File: src/rtl/lsu_mem_arbiter.sv
// Round-robin arbiter sharing one memory read/write channel among several LSUs.
// One transaction in flight; the consumer ready is held until that consumer drops its valid.
module lsu_mem_arbiter #(
  parameter int unsigned NUM_CONSUMERS = 4,
  parameter int unsigned ADDR_BITS     = 8,
  parameter int unsigned DATA_BITS     = 8
) (
  input  logic                               clk,
  input  logic                               reset,
  input  logic [NUM_CONSUMERS-1:0]           consumer_read_valid,
  input  logic [NUM_CONSUMERS*ADDR_BITS-1:0] consumer_read_address,
  output logic [NUM_CONSUMERS-1:0]           consumer_read_ready,
  output logic [NUM_CONSUMERS*DATA_BITS-1:0] consumer_read_data,
  input  logic [NUM_CONSUMERS-1:0]           consumer_write_valid,
  input  logic [NUM_CONSUMERS*ADDR_BITS-1:0] consumer_write_address,
  input  logic [NUM_CONSUMERS*DATA_BITS-1:0] consumer_write_data,
  output logic [NUM_CONSUMERS-1:0]           consumer_write_ready,
  output logic                               mem_read_valid,
  output logic [ADDR_BITS-1:0]               mem_read_address,
  input  logic                               mem_read_ready,
  input  logic [DATA_BITS-1:0]               mem_read_data,
  output logic                               mem_write_valid,
  output logic [ADDR_BITS-1:0]               mem_write_address,
  output logic [DATA_BITS-1:0]               mem_write_data,
  input  logic                               mem_write_ready,
  output logic [31:0]                        grant_count,
  output logic                               busy
);

  localparam int unsigned PTR_W = (NUM_CONSUMERS > 1) ? $clog2(NUM_CONSUMERS) : 1;
  localparam int unsigned IDX_W = PTR_W + 1;
  localparam int unsigned CNT_W = 32;

  localparam logic [1:0] S_IDLE       = 2'd0;
  localparam logic [1:0] S_READ_WAIT  = 2'd1;
  localparam logic [1:0] S_WRITE_WAIT = 2'd2;
  localparam logic [1:0] S_RELAY      = 2'd3;

  logic [1:0]                       state_q, state_d;
  logic [PTR_W-1:0]                 rr_ptr_q, rr_ptr_d;
  logic [PTR_W-1:0]                 gnt_idx_q, gnt_idx_d;
  logic                             gnt_rd_q, gnt_rd_d;
  logic                             mem_rd_valid_q, mem_rd_valid_d;
  logic [ADDR_BITS-1:0]             mem_rd_addr_q, mem_rd_addr_d;
  logic                             mem_wr_valid_q, mem_wr_valid_d;
  logic [ADDR_BITS-1:0]             mem_wr_addr_q, mem_wr_addr_d;
  logic [DATA_BITS-1:0]             mem_wr_data_q, mem_wr_data_d;
  logic [NUM_CONSUMERS-1:0]         rd_ready_q, rd_ready_d;
  logic [NUM_CONSUMERS-1:0]         wr_ready_q, wr_ready_d;
  logic [NUM_CONSUMERS*DATA_BITS-1:0] rd_data_q, rd_data_d;
  logic [CNT_W-1:0]                 grant_count_q, grant_count_d;

  logic             found_c;
  logic [PTR_W-1:0] pick_idx_c;
  logic [IDX_W-1:0] cand_w;
  logic [IDX_W-1:0] nxt_w;

  // First requesting consumer at or after rr_ptr, wrapping modulo NUM_CONSUMERS.
  always_comb begin : rr_scan
    found_c    = 1'b0;
    pick_idx_c = '0;
    cand_w     = '0;
    nxt_w      = '0;
    for (int unsigned off = 0; off < NUM_CONSUMERS; off++) begin
      cand_w = {1'b0, rr_ptr_q} + IDX_W'(off);
      if (cand_w >= IDX_W'(NUM_CONSUMERS)) cand_w = cand_w - IDX_W'(NUM_CONSUMERS);
      if (!found_c && (consumer_read_valid[cand_w[PTR_W-1:0]] ||
                       consumer_write_valid[cand_w[PTR_W-1:0]])) begin
        found_c    = 1'b1;
        pick_idx_c = cand_w[PTR_W-1:0];
      end
    end
    nxt_w = {1'b0, pick_idx_c} + IDX_W'(1);
    if (nxt_w >= IDX_W'(NUM_CONSUMERS)) nxt_w = '0;
  end

  always_comb begin : fsm_next
    state_d        = state_q;
    rr_ptr_d       = rr_ptr_q;
    gnt_idx_d      = gnt_idx_q;
    gnt_rd_d       = gnt_rd_q;
    mem_rd_valid_d = mem_rd_valid_q;
    mem_rd_addr_d  = mem_rd_addr_q;
    mem_wr_valid_d = mem_wr_valid_q;
    mem_wr_addr_d  = mem_wr_addr_q;
    mem_wr_data_d  = mem_wr_data_q;
    rd_ready_d     = rd_ready_q;
    wr_ready_d     = wr_ready_q;
    rd_data_d      = rd_data_q;
    grant_count_d  = grant_count_q;
    case (state_q)
      S_IDLE: begin
        if (found_c) begin
          gnt_idx_d     = pick_idx_c;
          rr_ptr_d      = nxt_w[PTR_W-1:0];
          grant_count_d = grant_count_q + CNT_W'(1);
          // Read wins when the same consumer asks for both; its write waits for a later grant.
          if (consumer_read_valid[pick_idx_c]) begin
            gnt_rd_d       = 1'b1;
            mem_rd_valid_d = 1'b1;
            mem_rd_addr_d  = consumer_read_address[32'(pick_idx_c)*ADDR_BITS +: ADDR_BITS];
            state_d        = S_READ_WAIT;
          end else begin
            gnt_rd_d       = 1'b0;
            mem_wr_valid_d = 1'b1;
            mem_wr_addr_d  = consumer_write_address[32'(pick_idx_c)*ADDR_BITS +: ADDR_BITS];
            mem_wr_data_d  = consumer_write_data[32'(pick_idx_c)*DATA_BITS +: DATA_BITS];
            state_d        = S_WRITE_WAIT;
          end
        end
      end
      S_READ_WAIT: begin
        if (mem_read_ready) begin
          mem_rd_valid_d                                       = 1'b0;
          rd_data_d[32'(gnt_idx_q)*DATA_BITS +: DATA_BITS]     = mem_read_data;
          rd_ready_d[gnt_idx_q]                                = 1'b1;
          state_d                                              = S_RELAY;
        end
      end
      S_WRITE_WAIT: begin
        if (mem_write_ready) begin
          mem_wr_valid_d        = 1'b0;
          wr_ready_d[gnt_idx_q] = 1'b1;
          state_d               = S_RELAY;
        end
      end
      S_RELAY: begin
        if (gnt_rd_q ? !consumer_read_valid[gnt_idx_q] : !consumer_write_valid[gnt_idx_q]) begin
          rd_ready_d[gnt_idx_q] = 1'b0;
          wr_ready_d[gnt_idx_q] = 1'b0;
          state_d               = S_IDLE;
        end
      end
      default: state_d = S_IDLE;
    endcase
  end

  always_ff @(posedge clk) begin
    if (reset) begin
      state_q        <= S_IDLE;
      rr_ptr_q       <= '0;
      gnt_idx_q      <= '0;
      gnt_rd_q       <= 1'b0;
      mem_rd_valid_q <= 1'b0;
      mem_rd_addr_q  <= '0;
      mem_wr_valid_q <= 1'b0;
      mem_wr_addr_q  <= '0;
      mem_wr_data_q  <= '0;
      rd_ready_q     <= '0;
      wr_ready_q     <= '0;
      rd_data_q      <= '0;
      grant_count_q  <= '0;
    end else begin
      state_q        <= state_d;
      rr_ptr_q       <= rr_ptr_d;
      gnt_idx_q      <= gnt_idx_d;
      gnt_rd_q       <= gnt_rd_d;
      mem_rd_valid_q <= mem_rd_valid_d;
      mem_rd_addr_q  <= mem_rd_addr_d;
      mem_wr_valid_q <= mem_wr_valid_d;
      mem_wr_addr_q  <= mem_wr_addr_d;
      mem_wr_data_q  <= mem_wr_data_d;
      rd_ready_q     <= rd_ready_d;
      wr_ready_q     <= wr_ready_d;
      rd_data_q      <= rd_data_d;
      grant_count_q  <= grant_count_d;
    end
  end

  assign consumer_read_ready  = rd_ready_q;
  assign consumer_read_data   = rd_data_q;
  assign consumer_write_ready = wr_ready_q;
  assign mem_read_valid       = mem_rd_valid_q;
  assign mem_read_address     = mem_rd_addr_q;
  assign mem_write_valid      = mem_wr_valid_q;
  assign mem_write_address    = mem_wr_addr_q;
  assign mem_write_data       = mem_wr_data_q;
  assign grant_count          = grant_count_q;
  assign busy                 = (state_q != S_IDLE);

endmodule

File: config.mk
export PLATFORM = sky130hd
export DESIGN_NAME = lsu_mem_arbiter
export DESIGN_NICKNAME = d
export VERILOG_FILES = /design/src/rtl/lsu_mem_arbiter.sv
export SDC_FILE = /design/constraint.sdc
export NUM_CORES = 1
export LEC_CHECK = 0
export ABC_AREA = 1
export BUFFER_PORTS_ARGS = -buffer_cell sky130_fd_sc_hd__buf_2
export CAP_MARGIN = 0
export CORE_ASPECT_RATIO = 1.4
export CORE_MARGIN = 4
export CORE_UTILIZATION = 46
export DETAILED_ROUTE_END_ITERATION = 8
export MAX_ROUTING_LAYER = met4
export PLACE_DENSITY = 0.87
export SLEW_MARGIN = 20
export SYNTH_ARGS = -nofsm -noshare
export SYNTH_HDL_FRONTEND = slang
export SYNTH_SLANG_ARGS = --single-unit
File: constraint.sdc
create_clock -name clk -period 2 [get_ports clk]
set_input_delay 0.1 -clock clk [delete_from_list [all_inputs] [get_ports clk]]
set_output_delay 0.1 -clock clk [all_outputs]
set_load 0.005 [all_outputs]
# Word level (Yosys, flattened, before mapping)
# Cells that the tools add are included.
# totals
register_bits,105
in_bits,116
out_inout_bits,99
elab_cells,143
# op_classes
n_addsub,10
order_cmp,12
eq_ne,9
shift,5
muxes,60
n_bitwise,6
n_reduce_logical,28
# op_table
op,count
32-bit by 6-bit indexed part select with 8-bit output,3
5-bit negation with 34-bit output,1
"8-bit by 34-bit variable shift with 32-bit output, first input constant",1
8-bit by 34-bit indexed part select with 32-bit output,1
"32-bit by 1-bit adder with 32-bit output, second input constant",1
32-bit bitwise mux,1
2-bit two-way mux,14
1-bit two-way mux,24
1-bit binary-select mux with 2-bit select,11
"2-bit by 3-bit less-than comparator with 1-bit output, second input constant",6
4-bit two-way mux,4
4-bit one-hot mux with 2 select lines,2
"3-bit greater-or-equal comparator, second input constant",4
"2-bit inequality test, second input constant",6
3-bit AND reduction,4
4-bit AND reduction,3
2-bit nonzero test,5
4-bit AND,2
4-bit OR,2
2-bit one-hot mux with 4 select lines,1
"2-bit by 1-bit subtractor with 2-bit output, second input constant",4
"2-bit by 1-bit adder with 3-bit output, second input constant",2
"2-bit by 2-bit adder with 3-bit output, second input constant",2
1-bit zero test,5
12 further kinds,21

# Longest topological paths before layout
# Gate-level depths: netlist of run 1.
# logic_depth
word_depth,20
mapped_depth,18
mapped_depth_nobuf,17

# Worst setup path after synthesis of run 1
# Ideal clock, no wire load.
# synth_timing
path_type,register -> register
start,reg rr_ptr_q[0]
end,reg rr_ptr_q[1]
setup_time_ns,0.119
t_arrival_ns,1.994
setup_slack_ns,-0.113
stages_incl_launch_ff,15
path_buffers,4
period_less_slack_ns,2.113
cell_sequence,dfxtp_1 -> buf_6 -> buf_6 -> nand2_1 -> nand3_1 -> nand2_2 -> nor2_4 -> nand4_4 -> nand3_2 -> inv_2 -> buf_4 -> buf_6 -> ha_1 -> o21ai_0 -> a21oi_1
# synth_between
elab_chain_cells,18
word_cells_on_any_way,53
cone_classes,add/sub: 8; order compare: 5; mux: 29; reduce/logical: 11
# synth_lines
item,line_no,text
"start, declared",40,"logic [PTR_W-1:0] rr_ptr_q, rr_ptr_d;"
"start signal, assigned",155,rr_ptr_q <= rr_ptr_d;
branches (longest 14 deep; another with 2-bit by 1-bit adder with 3-bit output),-,
2-bit two-way mux (*),67,if (!found_c && (consumer_read_valid[cand_w[PTR_W-1:0]] ||
net pick_idx_c[0],54,logic [PTR_W-1:0] pick_idx_c;
2-bit by 1-bit adder with 3-bit output (*),73,"nxt_w = {1'b0, pick_idx_c} + IDX_W'(1);"
3-bit greater-or-equal comparator,74,if (nxt_w >= IDX_W'(NUM_CONSUMERS)) nxt_w = '0;
2-bit two-way mux (*),74,
net nxt_w[1],56,logic [IDX_W-1:0] nxt_w;
# Mark *: on every way through the listed nets, which the timed path passes. The select of a mux whose other input is x is not followed.
# A chain may end at the register's enable or synchronous reset.

# Worst setup path after layout of run 1
# layout_timing
start,reg rr_ptr_q[0]
end,reg mem_wr_addr_q[0] (netlist: mem_write_address[0])
# layout_between
elab_chain_cells,19
word_cells_on_any_way,54
cone_classes,add/sub: 7; order compare: 4; shift: 1; mux: 30; bitwise: 1; reduce/logical: 11
# layout_lines
item,line_no,text
branches (longest 19 deep; another with 2-bit by 1-bit adder with 3-bit output),-,
"end signal, assigned",161,mem_wr_addr_q <= mem_wr_addr_d;
"end, declared",46,"logic [ADDR_BITS-1:0] mem_wr_addr_q, mem_wr_addr_d;"
# Parallel ways; which one is timed is not known. The select of a mux whose other input is x is not followed.

==> flow_summary.toml, run 1 <==
[detailed_routing]
detail-route-antenna-nets = 0
drc = 0
routed_wire_length_per_instance_um = 14.7
detailedRoute.firstPassIterationCount = 5
drt_wl_total_mm = 20.4
drt-vias-per-instance = 5.28
dr_total_vias = 7334
top_layer = "met4"
met2_wire_length_mm = 10.2
dr_wl_met3_mm = 1.70
wl_met1_mm = 7.95
drt-initial-drc-count = 650

[setup_path]
cp-endpoint = "mem_write_address[0]"
timing.critical_path.from_type = "register"
crit_start = "rr_ptr_q[0]"
cp_data_required_time_ns = 2.24
timing.critical_path.arrival_ns = 2.55
cp_slowest_stage_delay_ns = 0.40
critical_path.most_common_cell = "nand3_4"
crit-reg2reg-launch = "rr_ptr_q[0]"
critical_path.endpoint_type = "register"
internal_reg_to_reg_setup_slack_ns = -0.31
path_cells = "buf_12, inv_8, o21ai_2, nand2_1, nand2_1, nand2_2, inv_4, nand3_4, nand3_4, nand3_4, nand2_2, nand3_2, nand2_2, nand3_4, clkbuf_16, nor2_1, nor2_1"
worst_r2r_endpoint = "mem_write_address[0]"
crit_fanout = 16
timing.setup.critical_path_class = "register to register"
timing.critical_path.slowest_stage_cell = "dfxtp_4"
timing.reg2reg.worst_path_depth = 17

[final_layout]
num_antenna_cells = 0
design.final.nets = 1333
filler_cell_count = 1146
final_layout_size_suffix_gt1_share_pct = 31.5
final_cell_area_mm2 = 0.00857
area.growth.synth_to_final_pct = 38.5

[power_and_ir_drop]
intPower_w = 0.00689
power.density_cell_area_mw_per_mm2 = 1470
comb_power_share_pct = 64.0
ir_drop_mv = 1.07
power_switching_share_pct = 45.2
leakage_nw = 3.99
fraction_of_power_consumed_by_the_clock_network_pct = 14.8
total_switching_power_w = 0.00569
p_seq_share_pct = 21.1

[logic_synthesis]
mappedNetlistArea_mm2 = 0.00619
synth.top_cell.area_share_pct = 34.0
synthArstFlopShare_pct = 0
synthMostInstantiatedCell = "nand2_1"
syn_inst = 957
ys_seq_area_share_pct = 34.0
netlist-cell-type-count = 40
ys_dominant_reg_cell = "dfxtp_1"
ys_warn_count = 0
most_common_library_cells_after_synthesis = "nand2_1 (191), nor2_1 (178), dfxtp_1 (105), inv_1 (97), o21ai_0 (70)"
yosys-top-cells-area = "dfxtp_1 (34%), nand2_1 (12%), nor2_1 (11%)"
synth-edff-count = 0
postSynthAreaPerCell_um2 = 6.47
synth_top_area_cell = "dfxtp_1"
synth_nets = 1084
synth.ff_latch_count = 105

[flow_run]
drv_cap = 0

[timing]
achievable_clock_frequency_mhz = 433
setup_viol_count_final = 38
layout_min_cycle_time_ns = 2.31
slew_limit_headroom_pct = 65.1
final.setup.worst_slack_ns = -0.311
fin_hold_ws_ns = 0.117
rsz0062_at_grt = "true"
max_slew_violation_count = 0
finalClockSkew_ns = 0.00862
finalSetupTns_ns = -8.34
worstMarginPinSlew_ns = 0.522
report.final.hold_viol_count = 0
layout_worst_path_cycle_share_pct = 116

[floorplanning]
design.core.area_mm2 = 0.0130
chipWidth_um = 106
rows = 49
dieHeight_um = 145
design.portCount = 215
initial_utilization_pct = 47.6
die_area_mm2 = 0.0154

[run_status]
run_status = "complete, but fails checks"
violations = "setup timing"

[clock_tree]
clockBufferDepth = 2
tritoncts_clock_tree = "yes"
clock_tree.root_cell = "clkbuf_16"
cts_num_sinks = 105
tritoncts.num_buffers = 9
h-tree-depth = 3
worst_setup_hold_path_clk_slew_ns = 0.08
worst_skew_pair.late_latency_ns = 0.34

[global_route]
first_pass_grt_wire_length_mm = 31.6
grt_antenna_before_repair = 0
via_count_of_the_first_global_routing_pass = 6592
grt_use_total_pct = 25.1
pin_count_of_the_biggest_net_entering_global_routing = 62
gr-total-overflow = 0

[placement]
io_buffers = 214
detailed_place.area_mm2 = 0.00772
globalplace.congestion = 0.933
dp_hpwl_mm = 14.5

[worst_hold_path]
hold-path-cell-count = 5
holdCritPathClass = "input pin to register"
registers in the layout, indices dropped and copies added (netlist names), named ones only:
signal	flops
state_q	2
mem_read_valid	1
gnt_idx_q	2
mem_write_address	8
grant_count	32
mem_read_address	8
rr_ptr_q	2
mem_write_valid	1
consumer_read_data	32
gnt_rd_q	1
mem_write_data	8
kinds of logic after synthesis:
group                      synth area share (%)
DFF                                        34.0
and+or+nand+nor                            31.5
buffers and inverters                      10.8
AOI/OAI and AO/OA                          19.4
xor gates and xnor gates                   2.12
adders and majority gates                  2.22
timing repair:
action                                  in CTS  in global routing
buffers inserted                             5                  6
endpoints found under the setup margin      36                 70
resized for setup                           27                 52
pin swaps                                    3                 17
hold buffers                                 0                  0
cloned                                       2                  7
endpoints found under the hold margin        0                  0
metrics by stage:
step / setup slack [ns] / cells / util [%] / total power (W)
after floorplan: -0.00462 / 957 / - / 0.00712
after global placement: -0.275 / 1354 / 59.4 / 0.00888
after detailed placement: -0.304 / 1354 / 59.4 / 0.00899
after CTS: -0.119 / 1377 / 63.1 / 0.0114
after global routing: -0.451 / 1389 / 65.9 / 0.0136
final: -0.311 / 1389 / 65.9 / 0.0126
worst min path at each step:
stage,startpoint,endpoint
6_report,consumer_read_address[21],mem_read_address[5]
3_3_place_gp,consumer_read_data[31],consumer_read_data[31]
4_1_cts,consumer_read_address[20],mem_read_address[4]
5_1_grt,consumer_read_address[18],mem_read_address[2]
3_5_place_dp,consumer_read_data[9],consumer_read_data[9]
2_1_floorplan,mem_read_data[4],consumer_read_data[12]
power by group through the flow:
stage                     Sequential (W)  Clock [W]  Combinational (W)
after floorplan                  0.00267          0            0.00445
after global placement           0.00268          0            0.00620
after detailed placement         0.00268          0            0.00631
after CTS                        0.00264    0.00192            0.00681
after global routing             0.00269    0.00200            0.00887
final                            0.00266    0.00187            0.00806
placed cells by master (no fill, tap or decap), types with 23 or more instances in the layout:
master and instances:
a211oi_1 23, a21oi_1 57, a31oi_1 23, buf_2 214, buf_4 49, dfxtp_1 103, inv_1 95, nand2_1 174
nand3_1 28, nor2_1 161, o21ai_0 63, o21ai_1 35
critical path, delay by kind of cell, from the launching register on:
family | cells | cell delay, ns
AND/OR/NAND/NOR | 12 | 1.26
flip-flops | 1 | 0.40
buffers and inverters | 4 | 0.50
AO/OA/AOI/OAI | 1 | 0.04
final cells by class:
class / count / area, um^2 / share of cell area, %
Timing Repair Buffer: 285 / 1870 / 21.8
Clock buffer: 9 / 225 / 2.63
Clock inverter: 7 / 86.3 / 1.01
Multi-Input combinational cell: 699 / 3640 / 42.5
Timing Repair inverter: 1 / 11.3 / 0.131
Inverter: 105 / 407 / 4.75
Tap cell: 178 / 223 / 2.60
Sequential cell: 105 / 2110 / 24.6
metal layers:
metal / global-route usage [%] / vias to the layer above
met5: - / -
met4: 7.32 / 0
met3: 5.29 / 43
met2: 43.6 / 341
met1: 28.8 / 3332
li1: - / 3618
(Power assumes the default switching activity.)
==> inputs of run 2 (changes only) <==
- CORE_ASPECT_RATIO: 1.4 -> 0.5
- PLACE_DENSITY: 0.87 -> 0.77
==> flow_summary.toml, run 2 (synthesized netlist as in run 1, its figures left out) <==
[clock_tree]
worst_skew_pair.late_latency_ns = 0.34
worst_setup_hold_path_clk_slew_ns = 0.08
clock_tree.root_cell = "clkbuf_16"
cts.hold.buffers_added = 0
tritoncts_clock_tree = "yes"
tritoncts.num_buffers = 9
cts_num_sinks = 105
clockBufferDepth = 2
h-tree-depth = 3

[floorplanning]
initial_utilization_pct = 47.9
rows = 29
dieHeight_um = 90.0
chipWidth_um = 172
die_area_mm2 = 0.0155
design.core.area_mm2 = 0.0129
design.portCount = 215

[placement]
globalplace.congestion = 0.948
place.detailed.instances = 1342
detailed_place.area_mm2 = 0.00770
dp_hpwl_mm = 14.3
io_buffers = 214
pre_cts_slack_ns = -0.176

[timing]
slew_limit_headroom_pct = 66.3
worstMarginPinSlew_ns = 0.505
report.final.hold_viol_count = 0
rsz0062_at_grt = "true"
finalClockSkew_ns = 0.0138
final.setup.worst_slack_ns = -0.357
layout_min_cycle_time_ns = 2.36
setup_viol_count_final = 60
layout_worst_path_cycle_share_pct = 118
achievable_clock_frequency_mhz = 424
finalSetupTns_ns = -10.90
max_slew_violation_count = 0

[global_route]
grt_antenna_before_repair = 0
via_count_of_the_first_global_routing_pass = 6515
first_pass_grt_wire_length_mm = 31.3
gr-total-overflow = 0
pin_count_of_the_biggest_net_entering_global_routing = 45
grt_use_total_pct = 24.6

[setup_path]
cp_data_required_time_ns = 2.24
internal_reg_to_reg_setup_slack_ns = -0.36
crit_start = "rr_ptr_q[0]"
timing.setup.critical_path_class = "register to register"
timing.reg2reg.worst_path_depth = 16
worst_r2r_endpoint = "mem_write_address[3]"
critical_path.endpoint_type = "register"
timing.critical_path.from_type = "register"
timing.critical_path.arrival_ns = 2.59
crit_fanout = 16
crit-reg2reg-launch = "rr_ptr_q[0]"

[detailed_routing]
drt_wl_total_mm = 20.2
detailedRoute.firstPassIterationCount = 5
detail-route-antenna-nets = 0
drt-vias-per-instance = 5.29
dr_total_vias = 7296
drc = 0
drt-initial-drc-count = 602
routed_wire_length_per_instance_um = 14.7

[worst_hold_path]
holdCritPathClass = "input pin to register"
whs_endpoint = "mem_read_address[6]"
holdCritStartpoint = "consumer_read_address[22]"
hold-path-cell-count = 5

[final_layout]
regArea_mm2 = 0.00210
multi_input_gate_area_mm2 = 0.00363
final_cell_mix = "buf_2 (214), nand2_1 (170), nor2_1 (166)"
design.final.nets = 1331
num_antenna_cells = 0
final_util_pct = 66.3
filler_cell_count = 1163
area.growth.synth_to_final_pct = 38.3
instances_no_fill = 1379
final_common_cell = "buf_2"
final_layout_size_suffix_gt1_share_pct = 31.3
final_cell_area_mm2 = 0.00856

[power_and_ir_drop]
power.density_cell_area_mw_per_mm2 = 1460
ir_drop_mv = 0.885
leakage_nw = 3.97

[run_status]
run_status = "complete, but fails checks"
violations = "setup timing"

[flow_run]
drv_cap = 0
[run 2: changes by cell type in the layout (fill, tap and decap cells not counted), sizes merged]
cell	before	now
bufinv	1	0
clkbuf	16	12
clkinvlp	1	0
buf	278	280
inv	107	106
clkinv	4	7
[run 2: power breakdown]
part           internal, W  total, W  switching [W]
Combinational      0.00345   0.00803        0.00458
Clock             0.000905   0.00182       0.000915
Sequential         0.00243   0.00266       0.000225
Total              0.00679    0.0125        0.00572
[run 2: worst max path at each step]
stage                            to  depth (start not counted)
5_1_grt           mem_write_data[5]                         17
6_report       mem_write_address[3]                         16
4_1_cts        mem_write_address[4]                         18
2_1_floorplan           rr_ptr_q[1]                         15
3_3_place_gp    mem_read_address[4]                         14
3_5_place_dp    mem_read_address[4]                         14
[run 2: final cells by class]
class                      count  area share [%]
clock buffer                   9            2.63
sequential                   105            24.6
timing repair inverter         1           0.132
inverter                     105            4.84
timing repair buffer         283            21.8
tap                          170            2.49
clock inverter                 7            1.07
multi-input combinational    699            42.5
[run 2: repair_timing]
item / CTS / global route
buffers inserted: 3 / 11
gates cloned: 4 / 3
hold endpoints to repair: 0 / 0
resized for setup: 26 / 74
endpoints found under the setup margin: 36 / 84
pin swaps: 6 / 20
[run 2: through the flow]
| step | hold WS [ns] | total power (W) |
|---|---|---|
| after floorplan | 0.338 | 0.00712 |
| after global placement | 0.442 | 0.00885 |
| after detailed placement | 0.442 | 0.00903 |
| after CTS | 0.123 | 0.0116 |
| after global routing | 0.128 | 0.0135 |
| final | 0.127 | 0.0125 |
[run 2: critical path, stage by stage (launching register included)]
cell and delay (ns):
dfxtp_2 0.33, buf_12 0.13, buf_8 0.13, nand2_1 0.11, nand3_2 0.12, nand2_2 0.12
inv_4 0.06, buf_4 0.14, nand4_4 0.12, nand3_4 0.16, nand2_2 0.11, nand3_2 0.07
nand2_2 0.11, nand3_4 0.11, clkbuf_16 0.21, nor2_1 0.14, nor2_1 0.07
[run 2: per-layer routing]
layer / vias to the layer above / track usage, % / share of wire [%]
met4: 0 / 5.36 / 1.1
li1: 3626 / - / -
met2: 315 / 40.2 / 48
met1: 3335 / 32.3 / 44
met3: 20 / 3.90 / 7.7
met5: - / - / 0
